[config.mk]
export PLATFORM = sky130hd
export DESIGN_NAME = time_cnt
export DESIGN_NICKNAME = d
export VERILOG_FILES = /design/src/rtl/time_cnt.sv
export SDC_FILE = /design/constraint.sdc
export NUM_CORES = 1
export LEC_CHECK = 0
export BUFFER_PORTS_ARGS = -buffer_cell sky130_fd_sc_hd__buf_4
export CORE_ASPECT_RATIO = 0.75
export CORE_MARGIN = 2
export CORE_UTILIZATION = 42
export CTS_CLUSTER_SIZE = 40
export DETAILED_ROUTE_END_ITERATION = 12
export PLACE_DENSITY = 0.68
export SYNTH_ARGS = -nofsm -noshare
export SYNTH_HDL_FRONTEND = slang
export SYNTH_SLANG_ARGS = --single-unit
[constraint.sdc]
create_clock -name CLK -period 4.4 [get_ports CLK]
set_input_delay 0.88 -clock CLK [delete_from_list [all_inputs] [get_ports CLK]]
set_output_delay 0.88 -clock CLK [all_outputs]
set_load 0.005 [all_outputs]
[src/rtl/time_cnt.sv]
// time_cnt: 24-hour time-of-day counter (HH:MM:SS) for the display path.
//
// A prescaler divides CLK down to a one-second tick that advances six BCD
// digits. Set pulses adjust seconds, minutes and hours. Every digit is
// decoded into an active-high 7-segment pattern, and hours and seconds are
// also presented in binary for the LED bars. All outputs are registered.
//
// Ports:
//   CLK      system clock, rising edge
//   RST      asynchronous, active-high reset
//   sec_clr  pulse: seconds and prescaler to zero (wins over a tick)
//   min_up   pulse: minute +1, never carries into hours
//   hour_up  pulse: hour +1, adds on top of any minute carry
//   hour_hi .. sec_lo  7-segment patterns {g,f,e,d,c,b,a}
//   hour_bin hour 0..23 in binary
//   sec_bin  second 0..59 in binary
//   tick     one-cycle pulse aligned with the capture of new digits
module time_cnt #(
  parameter int CLK_HZ = 50_000_000
) (
  input  logic       CLK,
  input  logic       RST,
  input  logic       sec_clr,
  input  logic       min_up,
  input  logic       hour_up,
  output logic [6:0] hour_hi,
  output logic [6:0] hour_lo,
  output logic [6:0] min_hi,
  output logic [6:0] min_lo,
  output logic [6:0] sec_hi,
  output logic [6:0] sec_lo,
  output logic [4:0] hour_bin,
  output logic [5:0] sec_bin,
  output logic       tick
);

  localparam int              PW        = $clog2(CLK_HZ);
  localparam logic [PW-1:0]   PCNT_MAX  = PW'(CLK_HZ - 1);
  localparam logic [6:0]      SEG_ZERO  = 7'b0111111;

  // Each pair holds {tens, units} in BCD.
  logic [PW-1:0] pcnt_r;
  logic [7:0]    sec_r;
  logic [7:0]    min_r;
  logic [7:0]    hour_r;

  logic [PW-1:0] pcnt_next_s;
  logic [7:0]    sec_next_s;
  logic [7:0]    min_step_s;
  logic [7:0]    min_next_s;
  logic [7:0]    hour_step_s;
  logic [7:0]    hour_next_s;
  logic          tick_s;
  logic          sec_carry_s;
  logic          hour_carry_s;

  // BCD pair increment that wraps to 00 after the given last value.
  function automatic logic [7:0] bcd_inc(input logic [7:0] v, input logic [7:0] last);
    logic [7:0] r;
    if (v == last) begin
      r = 8'h00;
    end else if (v[3:0] == 4'd9) begin
      r = {v[7:4] + 4'd1, 4'd0};
    end else begin
      r = {v[7:4], v[3:0] + 4'd1};
    end
    return r;
  endfunction

  // BCD pair to binary: 10*tens + units (max 59).
  function automatic logic [5:0] bcd_to_bin(input logic [7:0] v);
    logic [5:0] hi6;
    hi6 = {2'b00, v[7:4]};
    return (hi6 << 3) + (hi6 << 1) + {2'b00, v[3:0]};
  endfunction

  // Active-high 7-segment pattern {g,f,e,d,c,b,a}.
  function automatic logic [6:0] seg7(input logic [3:0] d);
    logic [6:0] s;
    case (d)
      4'd0:    s = 7'b0111111;
      4'd1:    s = 7'b0000110;
      4'd2:    s = 7'b1011011;
      4'd3:    s = 7'b1001111;
      4'd4:    s = 7'b1100110;
      4'd5:    s = 7'b1101101;
      4'd6:    s = 7'b1111101;
      4'd7:    s = 7'b0000111;
      4'd8:    s = 7'b1111111;
      4'd9:    s = 7'b1101111;
      default: s = 7'b0000000;
    endcase
    return s;
  endfunction

  // Next-state logic for prescaler and time digits.
  always_comb begin
    tick_s = (pcnt_r == PCNT_MAX);
    // Only a genuine tick out of 59 carries; sec_clr suppresses it.
    sec_carry_s  = tick_s & ~sec_clr & (sec_r == 8'h59);
    hour_carry_s = sec_carry_s & (min_r == 8'h59);

    if (tick_s || sec_clr) begin
      pcnt_next_s = '0;
    end else begin
      pcnt_next_s = pcnt_r + PW'(1);
    end

    if (sec_clr) begin
      sec_next_s = 8'h00;
    end else if (tick_s) begin
      sec_next_s = bcd_inc(sec_r, 8'h59);
    end else begin
      sec_next_s = sec_r;
    end

    // Carry and min_up stack; a wrap caused by min_up never reaches hours.
    if (sec_carry_s) begin
      min_step_s = bcd_inc(min_r, 8'h59);
    end else begin
      min_step_s = min_r;
    end
    if (min_up) begin
      min_next_s = bcd_inc(min_step_s, 8'h59);
    end else begin
      min_next_s = min_step_s;
    end

    if (hour_carry_s) begin
      hour_step_s = bcd_inc(hour_r, 8'h23);
    end else begin
      hour_step_s = hour_r;
    end
    if (hour_up) begin
      hour_next_s = bcd_inc(hour_step_s, 8'h23);
    end else begin
      hour_next_s = hour_step_s;
    end
  end

  // Prescaler, digit registers and the tick flag captured with them.
  always_ff @(posedge CLK or posedge RST) begin
    if (RST) begin
      pcnt_r <= '0;
      sec_r  <= 8'h00;
      min_r  <= 8'h00;
      hour_r <= 8'h00;
      tick   <= 1'b0;
    end else begin
      pcnt_r <= pcnt_next_s;
      sec_r  <= sec_next_s;
      min_r  <= min_next_s;
      hour_r <= hour_next_s;
      tick   <= tick_s;
    end
  end

  // Registered segment and binary views, one cycle behind the digits.
  always_ff @(posedge CLK or posedge RST) begin
    if (RST) begin
      hour_hi  <= SEG_ZERO;
      hour_lo  <= SEG_ZERO;
      min_hi   <= SEG_ZERO;
      min_lo   <= SEG_ZERO;
      sec_hi   <= SEG_ZERO;
      sec_lo   <= SEG_ZERO;
      hour_bin <= 5'd0;
      sec_bin  <= 6'd0;
    end else begin
      hour_hi  <= seg7(hour_r[7:4]);
      hour_lo  <= seg7(hour_r[3:0]);
      min_hi   <= seg7(min_r[7:4]);
      min_lo   <= seg7(min_r[3:0]);
      sec_hi   <= seg7(sec_r[7:4]);
      sec_lo   <= seg7(sec_r[3:0]);
      hour_bin <= 5'(bcd_to_bin(hour_r));
      sec_bin  <= bcd_to_bin(sec_r);
    end
  end

endmodule
==> reports/metrics.csv, run 1 <==
stage,metric,value,unit
status,outcome,"finished, final reports clean",
min_path,worstHoldPathType,reg -> reg,
synth,synth.top_cells.by_count,"nor2_1, dfrtp_1, ha_1",
cells_and_area,fin_area,6830,µm²
synth,yosysTopAreaCellShare,28.4,%
power_and_ir_drop,p_sw_share,35.7,%
placement,dp_hpwl,8460,µm
power_and_ir_drop,combPwrFrac,36.5,%
cts,cts_buffers,9,
sta,setup_tns,0,ps
power_and_ir_drop,leakage,3.20,nW
synth,synth.area.top_cells,"dfrtp_1, dfstp_2, ha_1",
sta,layout_min_cycle_time,3220,ps
cells_and_area,fin_nets,718,
setup_path,worstPathRequired,4660,ps
setup_path,critical_path.max_fanout,9,
cells_and_area,drive_gt1_share,19.9,%
cts,postCtsResizedCells,0,
sta,fin_skew,10.7,ps
setup_path,cp-start-kind,flip-flop,
power_and_ir_drop,pwr-share-seq,42.2,%
sta,finalHoldViolations,0,
synth,yosysSeqAreaShare,44.2,%
sta,fin_hold_ws,506,ps
grt,top_usage_layer,met2,
grt,grt_antenna_before_repair,0,
cts,postCtsSetupBuffers,0,
synth,yosys.area.top_type,dfrtp_1,
sta,setup_ws,1180,ps
routing,final_antenna_net_count,0,
floorplanning,dieArea,15200,µm²
synth,yosysMostFrequentCell,nor2_1,
grt,grt_pass1_wl,20100,µm
cells_and_area,syn_to_final_growth,14.1,%
cells_and_area,antenna_cells,0,
placement,post_dp_cell_area,6560,µm²
power_and_ir_drop,clkPwrFrac,21.3,%
cts,cts_htree_levels,3,
cts,hold_buffers,0,
sta,worst_slew_pin_slew,938,ps
cts,insertion_delay,350,ps
setup_path,crit_slowest_cell,dfrtp_1,
routing,drt_iter0_drc,276,
synth,synth_ff_type,dfrtp_1,
grt,grt_usage,16.4,%
cells_and_area,postLayoutCoreUtil,49.4,%
placement,place.port_buffers,58,
sta,rsz0062_at_grt,no,
grt,grt_use_met2,25.3,%
placement,place_worst_setup_slack,1060,ps
synth,ys_types,61,
routing,route.detailed.drc,0,
grt,overflow,0,
floorplanning,io_pins,59,
cells_and_area,fillCellCount,1232,
cts,cts-root-buf,clkbuf_16,
floorplanning,start_util,43.2,%
sta,relSlewSlack,37.5,%
synth,ys_seq_elements,104,
routing,dr.pass1.iters,5,
floorplanning,die_h,107,µm
placement,gp_congestion,0.827,
synth,syn_nets,665,
setup_path,cpPeakStageDelay,490,ps
cts,cts_sinks,104,
synth,syn_area,5990,µm²
grt,grt_pass1_vias,4160,
sta,period_share,73.2,%
floorplanning,rows,37,
synth,synth_warnings,0,
routing,totalWireLength,11700,µm
sta,setup_viol,0,
grt,use_met1,22.6,%
sta,fmax,310,MHz
power_and_ir_drop,powerDensity,503,nW/µm²
routing,vias,4338,
grt,use_met3,4.80,%
floorplanning,core_area,13800,µm²
routing,vias_per_cell,5.24,
synth,synth.avg_cell_area,10.1,µm²
power_and_ir_drop,irDropWorstVdd,0.214,mV
cts,cts.path.max_buffers,2,
floorplanning,die_w,142,µm
sta,maxSlewViolCount,0,
routing,wl_per_cell,14.1,µm
cts,cts_tree,done,
job,maxCapViolCount,0,
power_and_ir_drop,p_int,2.21,mW
setup_path,worstPathArrival,3490,ps
synth,postSynthCellCount,595,
grt,grt_max_degree,81,
setup_path,rrSetupSlack,1180,ps
synth,synth-edff-count,0,
synth,synthArstFlopShare,100,%
cts,path_clk_slew,60,ps
setup_path,endpoint_kind,flip-flop,
setup_path,crit_type,reg -> reg,
power_and_ir_drop,p_sw,1.23,mW
setup_path,path_cells,"inv_1, ha_1, and4bb_4, nand2_1, nor3_4, mux2i_1, ha_1, nand4_2, a2111oi_4, mux2i_1",
## cell families after synthesis
group           after synthesis  share of synthesized area [%]
simple gates                195                           17.3
compound gates              120                           12.1
flops                       104                           44.2
fa+ha+maj                    65                           14.1
buf+inv                      58                           4.03
xor+xnor                     37                           5.54
mux                          16                           2.74
## path summary, 6_finish.rpt
path,start,endpoint,cells after the start
min in group asynchronous,RST,sec_r[2]$_DFFE_PP0N_,2
worst min register to register,pcnt_r[0]$_DFF_PP0_,pcnt_r[0]$_DFF_PP0_,1
worst max-delay path,sec_r[1]$_DFFE_PP0N_,min_r[7]$_DFF_PP0_,10
worst max register to register,sec_r[1]$_DFFE_PP0N_,min_r[7]$_DFF_PP0_,10
worst min-delay path,pcnt_r[0]$_DFF_PP0_,pcnt_r[0]$_DFF_PP0_,1
max in group asynchronous,RST,hour_hi[2]$_DFF_PP1_,3
## cell type report
type	instances	area, µm²	area share, %
Multi-Input combinational cell	433	3100	45.3
Sequential cell	104	2650	38.8
Timing Repair Buffer	59	443	6.48
Clock buffer	13	250	3.66
Tap cell	175	219	3.21
Inverter	41	156	2.29
Clock inverter	3	18.8	0.275
## critical path: cells and delay by family, from the launching register on
kind / cells / cell delay (ps)
buffers and inverters: 1 / 180
adders and majority gates: 2 / 530
AOI/OAI and AO/OA: 1 / 250
DFF: 1 / 490
and+or+nand+nor: 4 / 1030
muxes: 2 / 640
## sequential cells by signal (all words and copies together), names as in the netlist
register / count
hour_bin: 5
hour_hi: 7
hour_lo: 7
hour_r: 8
min_hi: 7
min_lo: 7
min_r: 8
pcnt_r: 26
sec_bin: 6
sec_hi: 7
sec_lo: 7
sec_r: 8
tick: 1
## layout by cell type (no fill, tap or decap), types with 2 or more instances in the layout
master and instances:
o21ai_1 3, and3_1 6, a22o_1 8, clkbuf_16 9
a21oi_1 37, or3_1 2, xnor2_1 17, nand4_2 2
nor4_1 6, clkbuf_1 3, xor2_1 19, and4_1 3
fa_1 4, nand4_1 10, ha_1 61, buf_4 59
inv_1 39, nand2_1 41, mux2_2 3, and3b_1 4
and2_1 5, nor3_1 6, nand3_1 22, mux2i_1 13
o41ai_1 2, o21ai_0 41, a31oi_1 9, and4bb_4 2
o31ai_1 3, o22ai_1 5, a21o_1 4, clkinv_2 2
dfstp_2 36, nor2b_1 2, or4_4 2, dfrtp_1 68
nor2_1 70
## layer usage
metal | share of wire, % | vias up
li1 | - | 2155
met1 | 49 | 2086
met2 | 45 | 88
met3 | 4.3 | 9
met4 | 0.95 | 0
met5 | 0 | -
## power by group through the flow
stage	sequential (mW)	clock (mW)	combinational [mW]
global placement	1.46	0	1.22
detailed placement	1.47	0	1.25
global route	1.48	0.798	1.43
floorplan	1.38	0	0.896
finish	1.45	0.731	1.25
CTS	1.45	0.752	1.27
## stage by stage
| step | std cells | total power, mW |
|---|---|---|
| after detailed placement | 812 | 2.72 |
| after CTS | 828 | 3.47 |
| final | 828 | 3.43 |
| after global placement | 812 | 2.68 |
| after floorplan | 595 | 2.27 |
| after global routing | 828 | 3.71 |
No activity file was read; power rests on OpenSTA's default activity.
==> run 2, diff against run 1 <==
Clock period 4.4 ns to 3.05 ns, I/O delays scaled along.
==> reports/metrics.csv, run 2 (synthesis results as in run 1) <==
stage,metric,value,unit,change
routing,wl_per_cell,14.4,µm,+2.1%
floorplanning,start_util,43.2,%,unchanged
cells_and_area,final_cell_mix,"buf_4, nor2_1, dfrtp_1, ha_1, o21ai_0",,
floorplanning,core_area,13800,µm²,unchanged
placement,gp_congestion,0.861,,+4.2%
sta,setup_tns,0,ps,unchanged
floorplanning,rows,37,,unchanged
power_and_ir_drop,leakage,3.34,nW,+4.3%
cts,cts_sinks,104,,unchanged
setup_path,cp-start-kind,flip-flop,,
sta,fmax,345,MHz,+11%
sta,finalHoldViolations,0,,unchanged
setup_path,cpPeakStageDelay,390,ps,-100 ps
setup_path,critPathTopFamily,simple AND/OR/NAND/NOR gates,,
sta,relSlewSlack,64.2,%,+27 points
power_and_ir_drop,power,5.22,mW,+52%
cells_and_area,layout_commonest_cell,buf_4,,
power_and_ir_drop,powerDensity,739,nW/µm²,+47%
sta,worst_slew_pin_slew,537,ps,-401 ps
cts,cts_htree_levels,3,,unchanged
grt,grt_pass1_vias,4410,,+6.0%
grt,grt_max_degree,105,,+30%
cts,path_clk_slew,70,ps,about the same
placement,dp.cells,832,,+2.5%
cts,insertion_delay,360,ps,about the same
cells_and_area,fin_area,7060,µm²,+3.4%
cells_and_area,top_register,pcnt_r,,
grt,grt_usage,17.3,%,+0.92 points
sta,fin_skew,7.54,ps,-3.13 ps
setup_path,crit_type,reg -> reg,,
min_path,worstHoldPathType,in -> async,,
setup_path,worstPathRequired,3320,ps,-1340 ps
sta,period_share,95.1,%,+22 points
setup_path,path_cells,"inv_1, ha_2, and4bb_4, nand2_2, nor3_4, mux2i_4, ha_1, nand4_2, a2111oi_4, mux2i_1",,
cts,cts_tree,done,,
setup_path,endpoint_kind,flip-flop,,
floorplanning,io_pins,59,,unchanged
routing,route.detailed.drc,0,,unchanged
cts,cts_buffers,9,,unchanged
sta,setup_viol,0,,unchanged
grt,grt_pass1_wl,21100,µm,+4.8%
setup_path,critical_path.max_fanout,5,,-4
routing,vias,4485,,+3.4%
cells_and_area,postLayoutCoreUtil,51.0,%,+1.7 points
placement,place.port_buffers,58,,unchanged
job,maxCapViolCount,0,,unchanged
cts,hold_buffers,0,,unchanged
cells_and_area,syn_to_final_growth,18.0,%,
grt,grt_antenna_before_repair,0,,unchanged
cts,cts-root-buf,clkbuf_16,,
routing,drt_iter0_drc,380,,+38%
floorplanning,die_w,142,µm,unchanged
cells_and_area,layout.cells.non_filler,848,,+2.4%
routing,vias_per_cell,5.29,,+0.95%
routing,final_antenna_net_count,0,,unchanged
setup_path,cp.buffers_inverters,1,,unchanged
routing,dr.pass1.iters,4,,-1
routing,totalWireLength,12200,µm,+4.6%
setup_path,crit_slowest_cell,dfrtp_1,,
cells_and_area,antenna_cells,0,,unchanged
status,outcome,"finished, final reports clean",,
placement,dp_hpwl,8860,µm,+4.7%
cts,cts.path.max_buffers,2,,unchanged
floorplanning,dieArea,15200,µm²,unchanged
floorplanning,die_h,107,µm,unchanged
power_and_ir_drop,irDropWorstVdd,0.381,mV,+78%
setup_path,worstPathArrival,3170,ps,-320 ps
cells_and_area,drive_gt1_share,23.6,%,+3.7 points
sta,maxSlewViolCount,0,,unchanged
cells_and_area,largest_reg_flops,26,,unchanged
cells_and_area,fin_nets,738,,+2.8%
placement,post_dp_cell_area,6730,µm²,+2.5%
grt,overflow,0,,unchanged
sta,layout_min_cycle_time,2900,ps,-320 ps
run 2: cell types whose count changed in the layout (fill, tap and decap cells not counted), moves of 2 or more:
cell	before	now
buf_4	59	78
clkbuf_1	3	1
inv_6	0	2
mux2i_1	13	11
run 2: routing by layer:
metal,wire [µm],vias to the layer above,track usage [%]
met5,0,-,0
met4,168,0,6.50
met3,474,14,3.96
met2,5540,82,26.4
met1,6020,2180,24.2
li1,-,2209,-
run 2: cell type report:
type,count,area (µm²)
well taps,175,219
multi-input cells,433,3140
flip-flops and latches,104,2650
repair buffers,79,606
clock buffers,10,229
fillers,1227,6780
clock inverters,6,66.3
inverters,41,158
run 2: power breakdown:
part | switching (mW) | leakage, nW | total, mW | internal (mW)
Clock | 0.524 | 0.147 | 1.17 | 0.641
Sequential | 0.209 | 1.27 | 1.98 | 1.77
Combinational | 1.14 | 1.92 | 2.08 | 0.941
run 2: worst reg2reg max path, delay by kind of cell (launching register included):
family,cells,cell delay (ps)
and+or+nand+nor,4,980
muxes,2,580
DFF,1,390
adders and majority gates,2,490
AOI/OAI and AO/OA,1,250
buffers and inverters,1,120
run 2: path summary, 6_finish.rpt:
| kind | slack (ps) | cells past startpoint | from | endpoint |
|---|---|---|---|---|
| worst max register to register | 150 | 10 | sec_r[1]$_DFFE_PP0N_ | min_r[7]$_DFF_PP0_ |
| worst min register to register | 490 | 1 | pcnt_r[0]$_DFF_PP0_ | pcnt_r[0]$_DFF_PP0_ |
| min in group CLK | 450 | 2 | sec_clr | sec_r[2]$_DFFE_PP0N_ |
| worst max-delay path | 150 | 10 | sec_r[1]$_DFFE_PP0N_ | min_r[7]$_DFF_PP0_ |
| worst min-delay path | 390 | 3 | RST | sec_bin[1]$_DFF_PP0_ |
| max in group asynchronous | 2230 | 3 | RST | min_lo[4]$_DFF_PP1_ |
run 2: stage by stage:
step | hold WS, ps | setup slack (ps)
floorplan | 455 | 333
global placement | 474 | 196
detailed placement | 486 | 10.1
CTS | 427 | 16.7
global route | 449 | -15.7
finish | 392 | 149
run 2: timing repair:
| item | in CTS | in global routing |
|---|---|---|
| setup buffers | 0 | 0 |
| hold endpoints to repair | 0 | 0 |
| setup endpoints to repair | 0 | 7 |
| resized for setup | 0 | 9 |
==> run 3, diff against run 2 <==
Settings changed: ABC_AREA from default to 1.
==> reports/metrics.csv, run 3 <==
stage,metric,value,unit,change
grt,grt_pass1_vias,4608,,+4.5%
sta,fmax,370,MHz,+7.4%
cts,cts.path.max_buffers,2,,unchanged
min_path,worstHoldPathType,in -> async,,
setup_path,cp.depth,11,,+1
synth,synth_xor_area_share,2.30,%,-3.2 points
sta,finalHoldViolations,0,,unchanged
synth,muxShareOfSynthArea,0.154,%,-2.6 points
setup_path,cpPeakStageDelay,470,ps,+80 ps
synth,syn_area,6480,µm²,+8.3%
placement,dp.cells,1038,,+25%
routing,final_antenna_net_count,0,,unchanged
synth,synth.area.top_cells,"dfrtp_1, dfstp_2, ha_1",,
sta,worst_slew_pin_slew,528,ps,-8.74 ps
setup_path,rrSetupSlack,350,ps,+200 ps
setup_path,worstPathRequired,3290,ps,-30 ps
setup_path,cp.buffers_inverters,2,,+1
setup_path,crit_slowest_cell,dfrtp_1,,
synth,syn_nets,848,,+28%
floorplanning,core_area,15200,µm²,+9.6%
power_and_ir_drop,irDropWorstVdd,0.338,mV,-11%
cts,insertion_delay,360,ps,about the same
cells_and_area,layout.cells.non_filler,1058,,+25%
setup_path,critPathTopFamily,simple AND/OR/NAND/NOR gates,,
synth,yosys.area.top_type,dfrtp_1,,
setup_path,cp-start-kind,flip-flop,,
floorplanning,rows,39,,+5.4%
status,outcome,"finished, final reports clean",,
sta,relSlewSlack,64.8,%,+0.58 points
routing,route.detailed.drc,0,,unchanged
power_and_ir_drop,powerDensity,711,nW/µm²,-3.9%
routing,totalWireLength,13100,µm,+7.6%
cells_and_area,syn_to_final_growth,16.2,%,
sta,setup_viol,0,,unchanged
setup_path,crit_top_cell,ha_1,,
synth,postSynthCellCount,778,,+31%
synth,synthAdderAreaFrac,13.0,%,-1.1 points
synth,synth_compound_area_share,8.13,%,-3.9 points
sta,period_share,88.5,%,-6.6 points
setup_path,endpoint_kind,flip-flop,,
sta,fin_skew,10.3,ps,+2.75 ps
setup_path,r2r-start,sec_r[1]$_DFFE_PP0N_,,
grt,overflow,0,,unchanged
cts,cts_buffers,9,,unchanged
synth,synth_simple_gate_area_share,29.4,%,+12 points
power_and_ir_drop,leakage,3.70,nW,+11%
cts,hold_buffers,0,,unchanged
setup_path,path_cells,"inv_2, ha_1, nand4_2, nor2_4, nand3_4, o21ai_2, ha_1, nand3_1, nor3_4, buf_4, nor2_1",,
routing,dr.pass1.iters,5,,+1
routing,vias,5062,,+13%
cells_and_area,largest_reg_flops,26,,unchanged
cts,cts_htree_levels,3,,unchanged
cells_and_area,final_cell_mix,"nand2_1, inv_1, nor2_1, buf_4, dfrtp_1",,
job,maxCapViolCount,0,,unchanged
cts,cts-root-buf,clkbuf_16,,
placement,dp_hpwl,9810,µm,+11%
placement,gp_congestion,0.918,,+6.6%
synth,synth_top_family_by_area,simple AND/OR/NAND/NOR gates,,
placement,place.port_buffers,58,,unchanged
floorplanning,io_pins,59,,unchanged
routing,wl_per_cell,12.4,µm,-14%
synth,yosysTopAreaCellShare,26.3,%,-2.2 points
cells_and_area,fin_nets,918,,+24%
synth,ys_types,47,,-23%
synth,synth.avg_cell_area,8.33,µm²,-17%
synth,yosysMostFrequentCell,nand2_1,,
sta,maxSlewViolCount,0,,unchanged
sta,rsz0062_at_grt,no,,
setup_path,reg2reg_to,min_r[2]$_DFF_PP0_,,
synth,synthArstFlopShare,100,%,unchanged
sta,setup_tns,0,ps,unchanged
cts,cts_sinks,104,,unchanged
floorplanning,dieArea,16400,µm²,+8.0%
cts,cts_tree,done,,
setup_path,critPathCapture,min_r[2]$_DFF_PP0_,,
setup_path,critPathLaunch,sec_r[1]$_DFFE_PP0N_,,
setup_path,crit_type,reg -> reg,,
setup_path,critical_path.max_fanout,8,,+3
floorplanning,die_h,112,µm,+3.9%
cells_and_area,fillCellCount,1439,,+17%
cts,path_clk_slew,80,ps,about the same
synth,yosysSeqAreaShare,40.9,%,-3.4 points
routing,vias_per_cell,4.78,,-9.5%
grt,grt_max_degree,105,,unchanged
grt,grt_antenna_before_repair,0,,unchanged
cells_and_area,antenna_cells,0,,unchanged
synth,synth-edff-count,0,,unchanged
grt,grt_pass1_wl,22600,µm,+7.4%
synth,synth.top_cells.by_count,"nand2_1, inv_1, nor2_1",,
cells_and_area,layout_commonest_cell,nand2_1,,
routing,drt_iter0_drc,325,,-14%
setup_path,worstPathArrival,2940,ps,-230 ps
grt,grt_usage,16.9,%,-0.41 points
synth,synth_ff_type,dfrtp_1,,
synth,ys_seq_elements,104,,unchanged
setup_path,worstRegToRegCells,11,,+1
synth,synth_warnings,0,,unchanged
floorplanning,start_util,42.7,%,-0.54 points
sta,layout_min_cycle_time,2700,ps,-201 ps
floorplanning,die_w,147,µm,+3.9%
cells_and_area,drive_gt1_share,22.4,%,-1.2 points
cells_and_area,top_register,pcnt_r,,
[run 3: where the power goes]
part	internal (mW)	leakage, nW	switching (mW)
clock network	0.639	0.155	0.535
logic	0.902	2.27	1.23
registers	1.81	1.27	0.241
total	3.35	3.70	2.00
[run 3: metal layers]
metal	track usage, %	wire, µm	vias up
met1	25.6	6800	2266
met4	5.58	234	0
met5	0	0	-
met3	3.65	662	17
met2	23.8	5440	127
li1	-	-	2652
[run 3: per-stage QoR]
| stage | setup slack, ps | instance area, µm² | hold slack, ps | power, mW | util (%) |
|---|---|---|---|---|---|
| after CTS | 282 | 7500 | 442 | 5.41 | 49.4 |
| after global routing | 72.0 | 7530 | 472 | 5.83 | 49.6 |
| after detailed placement | 323 | 7190 | 456 | 4.21 | 47.4 |
| final | 350 | 7530 | 416 | 5.35 | 49.6 |
| after floorplan | 614 | 6480 | 433 | 3.48 | - |
| after global placement | 451 | 7190 | 450 | 4.20 | 47.4 |
[run 3: area by class of cell]
cell class                 instances  area, µm²  area share, %
inverter                          91        347           4.60
clock inverter                     5       42.5          0.565
sequential                       104       2650           35.2
tap                              205        256           3.41
timing repair buffer              70        538           7.14
multi-input combinational        572       3440           45.6
clock buffer                      11        264           3.51
[run 3: cell families after synthesis]
group / after synthesis
fa+ha+maj: 65
flops: 104
compound gates: 95
mux: 1
xor+xnor: 17
buf+inv: 102
simple gates: 394
[run 3: timing repair]
item | CTS | global route
buffers inserted | 0 | 4
hold endpoints to repair | 0 | 0
gates resized for setup | 0 | 1
endpoints found under the setup margin | 0 | 5
[run 3: how the worst min path moves through the flow]
stage | from | end | slack, ps | cells past startpoint
after detailed placement | pcnt_r[0]$_DFF_PP0_ | pcnt_r[0]$_DFF_PP0_ | 460 | 1
after floorplan | pcnt_r[0]$_DFF_PP0_ | pcnt_r[0]$_DFF_PP0_ | 430 | 1
final | RST | sec_hi[6]$_DFF_PP0_ | 420 | 3
after global placement | pcnt_r[0]$_DFF_PP0_ | pcnt_r[0]$_DFF_PP0_ | 450 | 1
after global routing | RST | hour_hi[6]$_DFF_PP0_ | 470 | 3
after CTS | RST | sec_r[3]$_DFFE_PP0N_ | 440 | 3
[run 3: worst min-delay path: stages]
cell and delay (ps):
buf_4 120, clkinvlp_4 70, buf_12 410
